==> src/rtl/ysyx_040978_div_ctrl_pkg.sv <==
// Shared encodings and helpers for the divide-unit controller and its operand prep.
// Result formatting lives here so the bypass and divider paths format identically.
package ysyx_040978_div_ctrl_pkg;

  localparam int XLEN = 64;
  localparam int WLEN = 32;

  localparam logic [2:0] S_IDLE  = 3'd0;
  localparam logic [2:0] S_ISSUE = 3'd1;
  localparam logic [2:0] S_WAIT  = 3'd2;
  localparam logic [2:0] S_DRAIN = 3'd3;
  localparam logic [2:0] S_RESP  = 3'd4;

  localparam logic [1:0] OP_DIV  = 2'b00;
  localparam logic [1:0] OP_DIVU = 2'b01;
  localparam logic [1:0] OP_REM  = 2'b10;
  localparam logic [1:0] OP_REMU = 2'b11;

  function automatic logic op_is_signed(input logic [1:0] op);
    return (op == OP_DIV) || (op == OP_REM);
  endfunction

  function automatic logic op_is_rem(input logic [1:0] op);
    return (op == OP_REM) || (op == OP_REMU);
  endfunction

  // W results are always sign-extended from bit 31, even for the unsigned variants.
  function automatic logic [XLEN-1:0] fmt_result(input logic [1:0]      op,
                                                 input logic            word,
                                                 input logic [XLEN-1:0] quo,
                                                 input logic [XLEN-1:0] rem);
    logic [XLEN-1:0] sel;
    sel = op_is_rem(op) ? rem : quo;
    if (word) sel = {{(XLEN-WLEN){sel[WLEN-1]}}, sel[WLEN-1:0]};
    return sel;
  endfunction

endpackage

==> src/rtl/ysyx_040978_div_prep.sv <==
// Combinational operand preparation: W-variant extension plus detection of the two
// cases the controller answers without the divider (divide-by-zero, signed overflow).
module ysyx_040978_div_prep
  import ysyx_040978_div_ctrl_pkg::*;
(
  input  logic [1:0]      i_op,
  input  logic            i_word,
  input  logic [XLEN-1:0] i_src1,
  input  logic [XLEN-1:0] i_src2,
  output logic [XLEN-1:0] o_dividend,
  output logic [XLEN-1:0] o_divisor,
  output logic            o_signed,
  output logic            o_div_zero,
  output logic            o_overflow
);

  logic            w_signed;
  logic [XLEN-1:0] w_int_min;

  function automatic logic [XLEN-1:0] extend(input logic [XLEN-1:0] v,
                                             input logic            word,
                                             input logic            sgn);
    if (!word) return v;
    if (sgn)   return {{(XLEN-WLEN){v[WLEN-1]}}, v[WLEN-1:0]};
    return {{(XLEN-WLEN){1'b0}}, v[WLEN-1:0]};
  endfunction

  assign w_signed   = op_is_signed(i_op);
  assign o_signed   = w_signed;
  assign o_dividend = extend(i_src1, i_word, w_signed);
  assign o_divisor  = extend(i_src2, i_word, w_signed);

  // Most-negative value of the op width, as it looks after sign extension.
  assign w_int_min  = i_word ? {{(XLEN-WLEN+1){1'b1}}, {(WLEN-1){1'b0}}}
                             : {1'b1, {(XLEN-1){1'b0}}};

  assign o_div_zero = (o_divisor == '0);
  assign o_overflow = w_signed && (o_divisor == '1) && (o_dividend == w_int_min);

endmodule

==> src/rtl/ysyx_040978_div_ctrl.sv <==
// Divide-unit sequencer between the execute stage and a 64-cycle iterative divider.
//   state | meaning
//   IDLE  | ready to accept a new op
//   ISSUE | one-cycle start pulse to the divider
//   WAIT  | divider busy, result pending
//   DRAIN | op killed by flush; absorb and drop the divider result
//   RESP  | result held until consumed
module ysyx_040978_div_ctrl
  import ysyx_040978_div_ctrl_pkg::*;
(
  input  logic            clock,
  input  logic            reset,
  input  logic            i_req_valid,
  output logic            o_req_ready,
  input  logic [1:0]      i_req_op,
  input  logic            i_req_word,
  input  logic [XLEN-1:0] i_req_src1,
  input  logic [XLEN-1:0] i_req_src2,
  input  logic            i_flush,
  output logic            o_resp_valid,
  input  logic            i_resp_ready,
  output logic [XLEN-1:0] o_resp_data,
  output logic            o_div_in_valid,
  output logic            o_div_signed,
  output logic [XLEN-1:0] o_div_dividend,
  output logic [XLEN-1:0] o_div_divisor,
  input  logic            i_div_out_valid,
  input  logic [XLEN-1:0] i_div_quotient,
  input  logic [XLEN-1:0] i_div_remainder
);

  logic [2:0]      r_state;
  logic [1:0]      r_op;
  logic            r_word;
  logic            r_signed;
  logic [XLEN-1:0] r_dividend;
  logic [XLEN-1:0] r_divisor;
  logic [XLEN-1:0] r_resp_data;

  logic [XLEN-1:0] w_dividend;
  logic [XLEN-1:0] w_divisor;
  logic            w_signed;
  logic            w_div_zero;
  logic            w_overflow;
  logic            w_accept;
  logic [XLEN-1:0] w_byp_quo;
  logic [XLEN-1:0] w_byp_rem;

  ysyx_040978_div_prep u_prep (
    .i_op       (i_req_op),
    .i_word     (i_req_word),
    .i_src1     (i_req_src1),
    .i_src2     (i_req_src2),
    .o_dividend (w_dividend),
    .o_divisor  (w_divisor),
    .o_signed   (w_signed),
    .o_div_zero (w_div_zero),
    .o_overflow (w_overflow)
  );

  assign o_req_ready    = (r_state == S_IDLE) && !i_flush;
  assign w_accept       = i_req_valid && o_req_ready;
  assign o_div_in_valid = (r_state == S_ISSUE) && !i_flush;
  assign o_resp_valid   = (r_state == S_RESP);
  assign o_resp_data    = r_resp_data;
  assign o_div_signed   = r_signed;
  assign o_div_dividend = r_dividend;
  assign o_div_divisor  = r_divisor;

  // Zero divisor: q = all ones, r = dividend. Overflow: q = dividend, r = 0.
  assign w_byp_quo = w_div_zero ? '1 : w_dividend;
  assign w_byp_rem = w_div_zero ? w_dividend : '0;

  always_ff @(posedge clock) begin
    if (reset) begin
      r_state     <= S_IDLE;
      r_op        <= OP_DIV;
      r_word      <= 1'b0;
      r_signed    <= 1'b0;
      r_dividend  <= '0;
      r_divisor   <= '0;
      r_resp_data <= '0;
    end else begin
      case (r_state)
        S_IDLE: begin
          if (w_accept) begin
            r_op       <= i_req_op;
            r_word     <= i_req_word;
            r_signed   <= w_signed;
            r_dividend <= w_dividend;
            r_divisor  <= w_divisor;
            if (w_div_zero || w_overflow) begin
              r_resp_data <= fmt_result(i_req_op, i_req_word, w_byp_quo, w_byp_rem);
              r_state     <= S_RESP;
            end else begin
              r_state <= S_ISSUE;
            end
          end
        end
        S_ISSUE: r_state <= i_flush ? S_IDLE : S_WAIT;
        S_WAIT: begin
          if (i_div_out_valid) begin
            if (i_flush) begin
              r_state <= S_IDLE;
            end else begin
              r_resp_data <= fmt_result(r_op, r_word, i_div_quotient, i_div_remainder);
              r_state     <= S_RESP;
            end
          end else if (i_flush) begin
            r_state <= S_DRAIN;
          end
        end
        S_DRAIN: if (i_div_out_valid) r_state <= S_IDLE;
        S_RESP:  if (i_flush || i_resp_ready) r_state <= S_IDLE;
        default: r_state <= S_IDLE;
      endcase
    end
  end

endmodule

==> config.mk <==
export PLATFORM = sky130hd
export DESIGN_NAME = ysyx_040978_div_ctrl
export DESIGN_NICKNAME = d
export VERILOG_FILES = /design/src/rtl/ysyx_040978_div_ctrl_pkg.sv /design/src/rtl/ysyx_040978_div_prep.sv /design/src/rtl/ysyx_040978_div_ctrl.sv
export SDC_FILE = /design/constraint.sdc
export NUM_CORES = 1
export LEC_CHECK = 0
export CORE_AREA = 10 10 172 174
export CTS_CLUSTER_SIZE = 28
export DETAILED_ROUTE_END_ITERATION = 12
export DIE_AREA = 0 0 182 184
export PLACE_DENSITY = 0.74
export RECOVER_POWER = 100
export SLEW_MARGIN = 20
export SYNTH_ARGS = -nofsm -noshare
export SYNTH_HDL_FRONTEND = slang
export SYNTH_HIERARCHICAL = 1
export SYNTH_SLANG_ARGS = --single-unit
==> constraint.sdc <==
create_clock -name clock -period 5.3 [get_ports clock]
set_clock_uncertainty 0.2 [all_clocks]
set_input_delay 1.06 -clock clock [delete_from_list [all_inputs] [get_ports clock]]
set_output_delay 1.06 -clock clock [all_outputs]
set_load 0.02 [all_outputs]
==> run metrics <==
result of the run=finished with violations; violations in the final reports=max-capacitance violations, max-slew violations; Post-route DRC=0; wire per inst=22.6 um; DIE WIDTH=182 um; post-synth design cell area=between 10,000 and 15,000 um^2; detailed-route wire length on metal 1=18,200 um; H-tree levels=4; post-placement cell count=2,024; post-synthesis instance total=between 1,000 and 1,500; Rel. slew slack=-10.2%; launch point of the critical path=i_req_src1[9]; CTS sink count=198; wire length of the first global-routing pass=68,800 um; post-CTS setup-driven buffer insertion count=0; count of final max-slew check failures=47; area growth from synthesis to layout=47.1%; Clk pin slew, worst setup/hold paths=80 ps; final-layout setup total negative slack=0 ps; routability cong.=0.895; count of TritonRoute iterations in the first routing pass=6; kind of start point of the critical path=input pin; most used cell, CP=sky130_fd_sc_hd__buf_4; max capacitance violation total=1; highest metal layer used by the detailed router=met5; post-route non-filler standard cell count=2,057; final cycle utilization of the critical path=86.9%; Row Count=59; slowest stage cell on the critical path=sky130_fd_sc_hd__dlygate4sd3_1; worst path cell trace=dlygate4sd3_1, or4b_1, nor4_1, nand4_1, a2111oi_0, o21a_1, a22o_2, buf_4, buf_4, nand2_1, o221a_2; post-CTS resize count=0; synth warn=6; met2 routed wirelength=22,300 um; worst reg-to-reg path cell count=5; largest net degree at the start of global routing=95; number of I/O pins=461; Syn Nets=1,650; cell type with the largest total area after synthesis=sky130_fd_sc_hd__dfxtp_1; maximum net fanout on the critical path=33; area share of the largest cell type after synthesis=38.6%; total of flip-flops plus latches after synthesis=198; share of post-route cells with drive strength above 1=5.00%; count of antenna-violating nets left after detailed routing=0; detailed-placement wirelength estimate=35,900 um; DR vias=11,200; maximum buffer depth of the clock tree=2; filler cell count in the final layout=2,433; Main synth FF type=sky130_fd_sc_hd__dfxtp_1; endpoint type of the worst setup path=flip-flop; count of endpoints failing setup in the final report=0; worst hold slack after final layout=251 ps; via density per instance=5.47; number of antenna violations at the first check in global routing=2; placement-stage worst setup slack=506 ps; sum of internal, switching and leakage power=3650 uW; register cell area after layout=3970 um^2; fraction of registers with async set/reset=0%; setup slack of the critical path after layout=695 ps; Worst-Margin Slew=1650 ps; Max Freq=0.217 GHz; Port Buffer Count=460; CTS tree=built; leakage dissipation=roughly 0.006 uW; placeable core region=25,900 um^2; ratio of total power to cell area=241 nW/um^2; Reg2Reg Capture Point=o_div_dividend[16]$_SDFFE_PP0P_; DRC violation total after the first TritonRoute iteration=around 920; syn avg cell area=around 7.4 um^2; crit path time final=4610 ps; number of synthesized flops with an enable pin=0; worst min path class=reg2reg; Post-CTS Hold Fix Bufs=0; R2R setup slack=1670 ps; maximum single-stage delay on the critical path=about 580 ps; top area cells in the synthesized netlist=sky130_fd_sc_hd__dfxtp_1, sky130_fd_sc_hd__nand2_1, sky130_fd_sc_hd__a21oi_1, sky130_fd_sc_hd__o21ai_0, sky130_fd_sc_hd__buf_4; fraction of the yosys area taken by sequential cells=38.6%; arrival time of the worst setup path=about 4700 ps; final wirelength=46,500 um; die height=184 um; setup repair after global routing missed its margin=no; GRT Overall Usage=between 20% and 30%; launch point of the worst reg-to-reg path=r_state[2]$_SDFFE_PP0P_; VDD IR-drop max=around 0.00018 V; vias in the first global route=11,300; cell at the root of the clock tree=sky130_fd_sc_hd__clkbuf_16; met3 layer wire length in the routed design=4390 um; worst setup path endpoint=o_resp_data[31]$_SDFFE_PP0P_; final hold violation count=0; cell with the most instances after synthesis=sky130_fd_sc_hd__nand2_1; Post-layout nets=1,973; multi-input combinational cell area=around 5100 um^2; critical path data required time=approximately 5400 ps; later-pin clock latency in the skew report=430 ps; area of the die=33,500 um^2; Starting Density=39.7%; list of most frequent post-synthesis cells=sky130_fd_sc_hd__nand2_1, sky130_fd_sc_hd__dfxtp_1, sky130_fd_sc_hd__a21oi_1, sky130_fd_sc_hd__o21ai_0, sky130_fd_sc_hd__clkbuf_1; number of clock buffers inserted by TritonCTS=17; critical path start-end classification=in2reg; count of distinct cell types in the synthesized netlist=50; total gr overflow=0
==> report_power, final <==
group	total (uW)	internal (uW)	switching (uW)
logic	766	360	407
clock network	1300	643	656
registers	1580	1540	41.4
total	3650	2540	1100
==> sequential cells by signal, indices dropped and copies added, names as in the netlist <==
register	flops
o_div_dividend	64
o_div_divisor	64
o_div_signed	1
o_resp_data	64
r_op	1
r_state	3
r_word	1
==> routing by layer <==
metal	GRT usage, %	vias to the layer above
met5	0	-
met4	10.4	2
met3	9.19	80
met2	43.9	558
met1	30.4	5240
li1	-	5369
==> logic make-up after synthesis <==
kind of cell | share of synthesized area (%)
AOI/OAI and AO/OA | 24.4
muxes | 5.06
DFF | 38.6
and+or+nand+nor | 20.1
buffers and inverters | 11.8
==> final cells by class <==
type	instances	area share, %
multi-input cells	940	33.8
clock inverters	13	0.919
flip-flops and latches	198	26.2
diodes	1	0.0166
repair buffers	485	31.7
well taps	335	2.77
clock buffers	19	2.93
inverters	66	1.64
==> through the flow <==
step | area (um^2) | utilization, %
2_1_floorplan | 10300 | -
3_3_place_gp | 14600 | 56.2
3_5_place_dp | 14600 | 56.2
4_1_cts | 15100 | 58.4
5_1_grt | 15100 | 58.4
6_report | 15100 | 58.4
==> placed cells by master (no fill, tap or decap), types with 3 or more instances in the layout <==
cell type / instances
sky130_fd_sc_hd__dfxtp_1: 197
sky130_fd_sc_hd__a21oi_1: 184
sky130_fd_sc_hd__clkinv_8: 3
sky130_fd_sc_hd__mux2i_1: 34
sky130_fd_sc_hd__clkdlybuf4s50_1: 260
sky130_fd_sc_hd__nand3_1: 3
sky130_fd_sc_hd__a22oi_1: 17
sky130_fd_sc_hd__nand3b_1: 3
sky130_fd_sc_hd__nor4_1: 31
sky130_fd_sc_hd__a211oi_1: 30
sky130_fd_sc_hd__inv_8: 3
sky130_fd_sc_hd__o22ai_1: 16
sky130_fd_sc_hd__nand4_1: 14
sky130_fd_sc_hd__nand2_1: 332
sky130_fd_sc_hd__nand4b_1: 3
sky130_fd_sc_hd__dlygate4sd3_1: 198
sky130_fd_sc_hd__inv_1: 65
sky130_fd_sc_hd__a32o_1: 16
sky130_fd_sc_hd__nand2b_1: 4
sky130_fd_sc_hd__a211o_1: 16
sky130_fd_sc_hd__buf_4: 23
sky130_fd_sc_hd__o21ai_0: 113
sky130_fd_sc_hd__mux2_2: 16
sky130_fd_sc_hd__nor2_1: 41
sky130_fd_sc_hd__clkbuf_16: 17
sky130_fd_sc_hd__nor2b_1: 18
sky130_fd_sc_hd__inv_6: 4
sky130_fd_sc_hd__o32ai_1: 15
==> how the worst min path moves through the flow <==
stage | startpoint | end | slack (ps) | depth (start not counted)
floorplan | r_word$_SDFFE_PP0P_ | r_word$_SDFFE_PP0P_ | 310 | 2
global placement | o_div_divisor[15]$_SDFFE_PP0P_ | o_div_divisor[15]$_SDFFE_PP0P_ | 240 | 2
detailed placement | o_div_dividend[24]$_SDFFE_PP0P_ | o_div_dividend[24]$_SDFFE_PP0P_ | 250 | 2
CTS | o_div_dividend[24]$_SDFFE_PP0P_ | o_div_dividend[24]$_SDFFE_PP0P_ | 260 | 2
global route | o_div_divisor[50]$_SDFFE_PP0P_ | o_div_divisor[50]$_SDFFE_PP0P_ | 270 | 2
finish | o_div_divisor[6]$_SDFFE_PP0P_ | o_div_divisor[6]$_SDFFE_PP0P_ | 250 | 2
==> critical path: cells and delay by family <==
family          cells  cell delay, ps
simple gates        4            1380
buf+inv             3            1200
compound gates      4            1080
(Power assumes the default switching activity.)
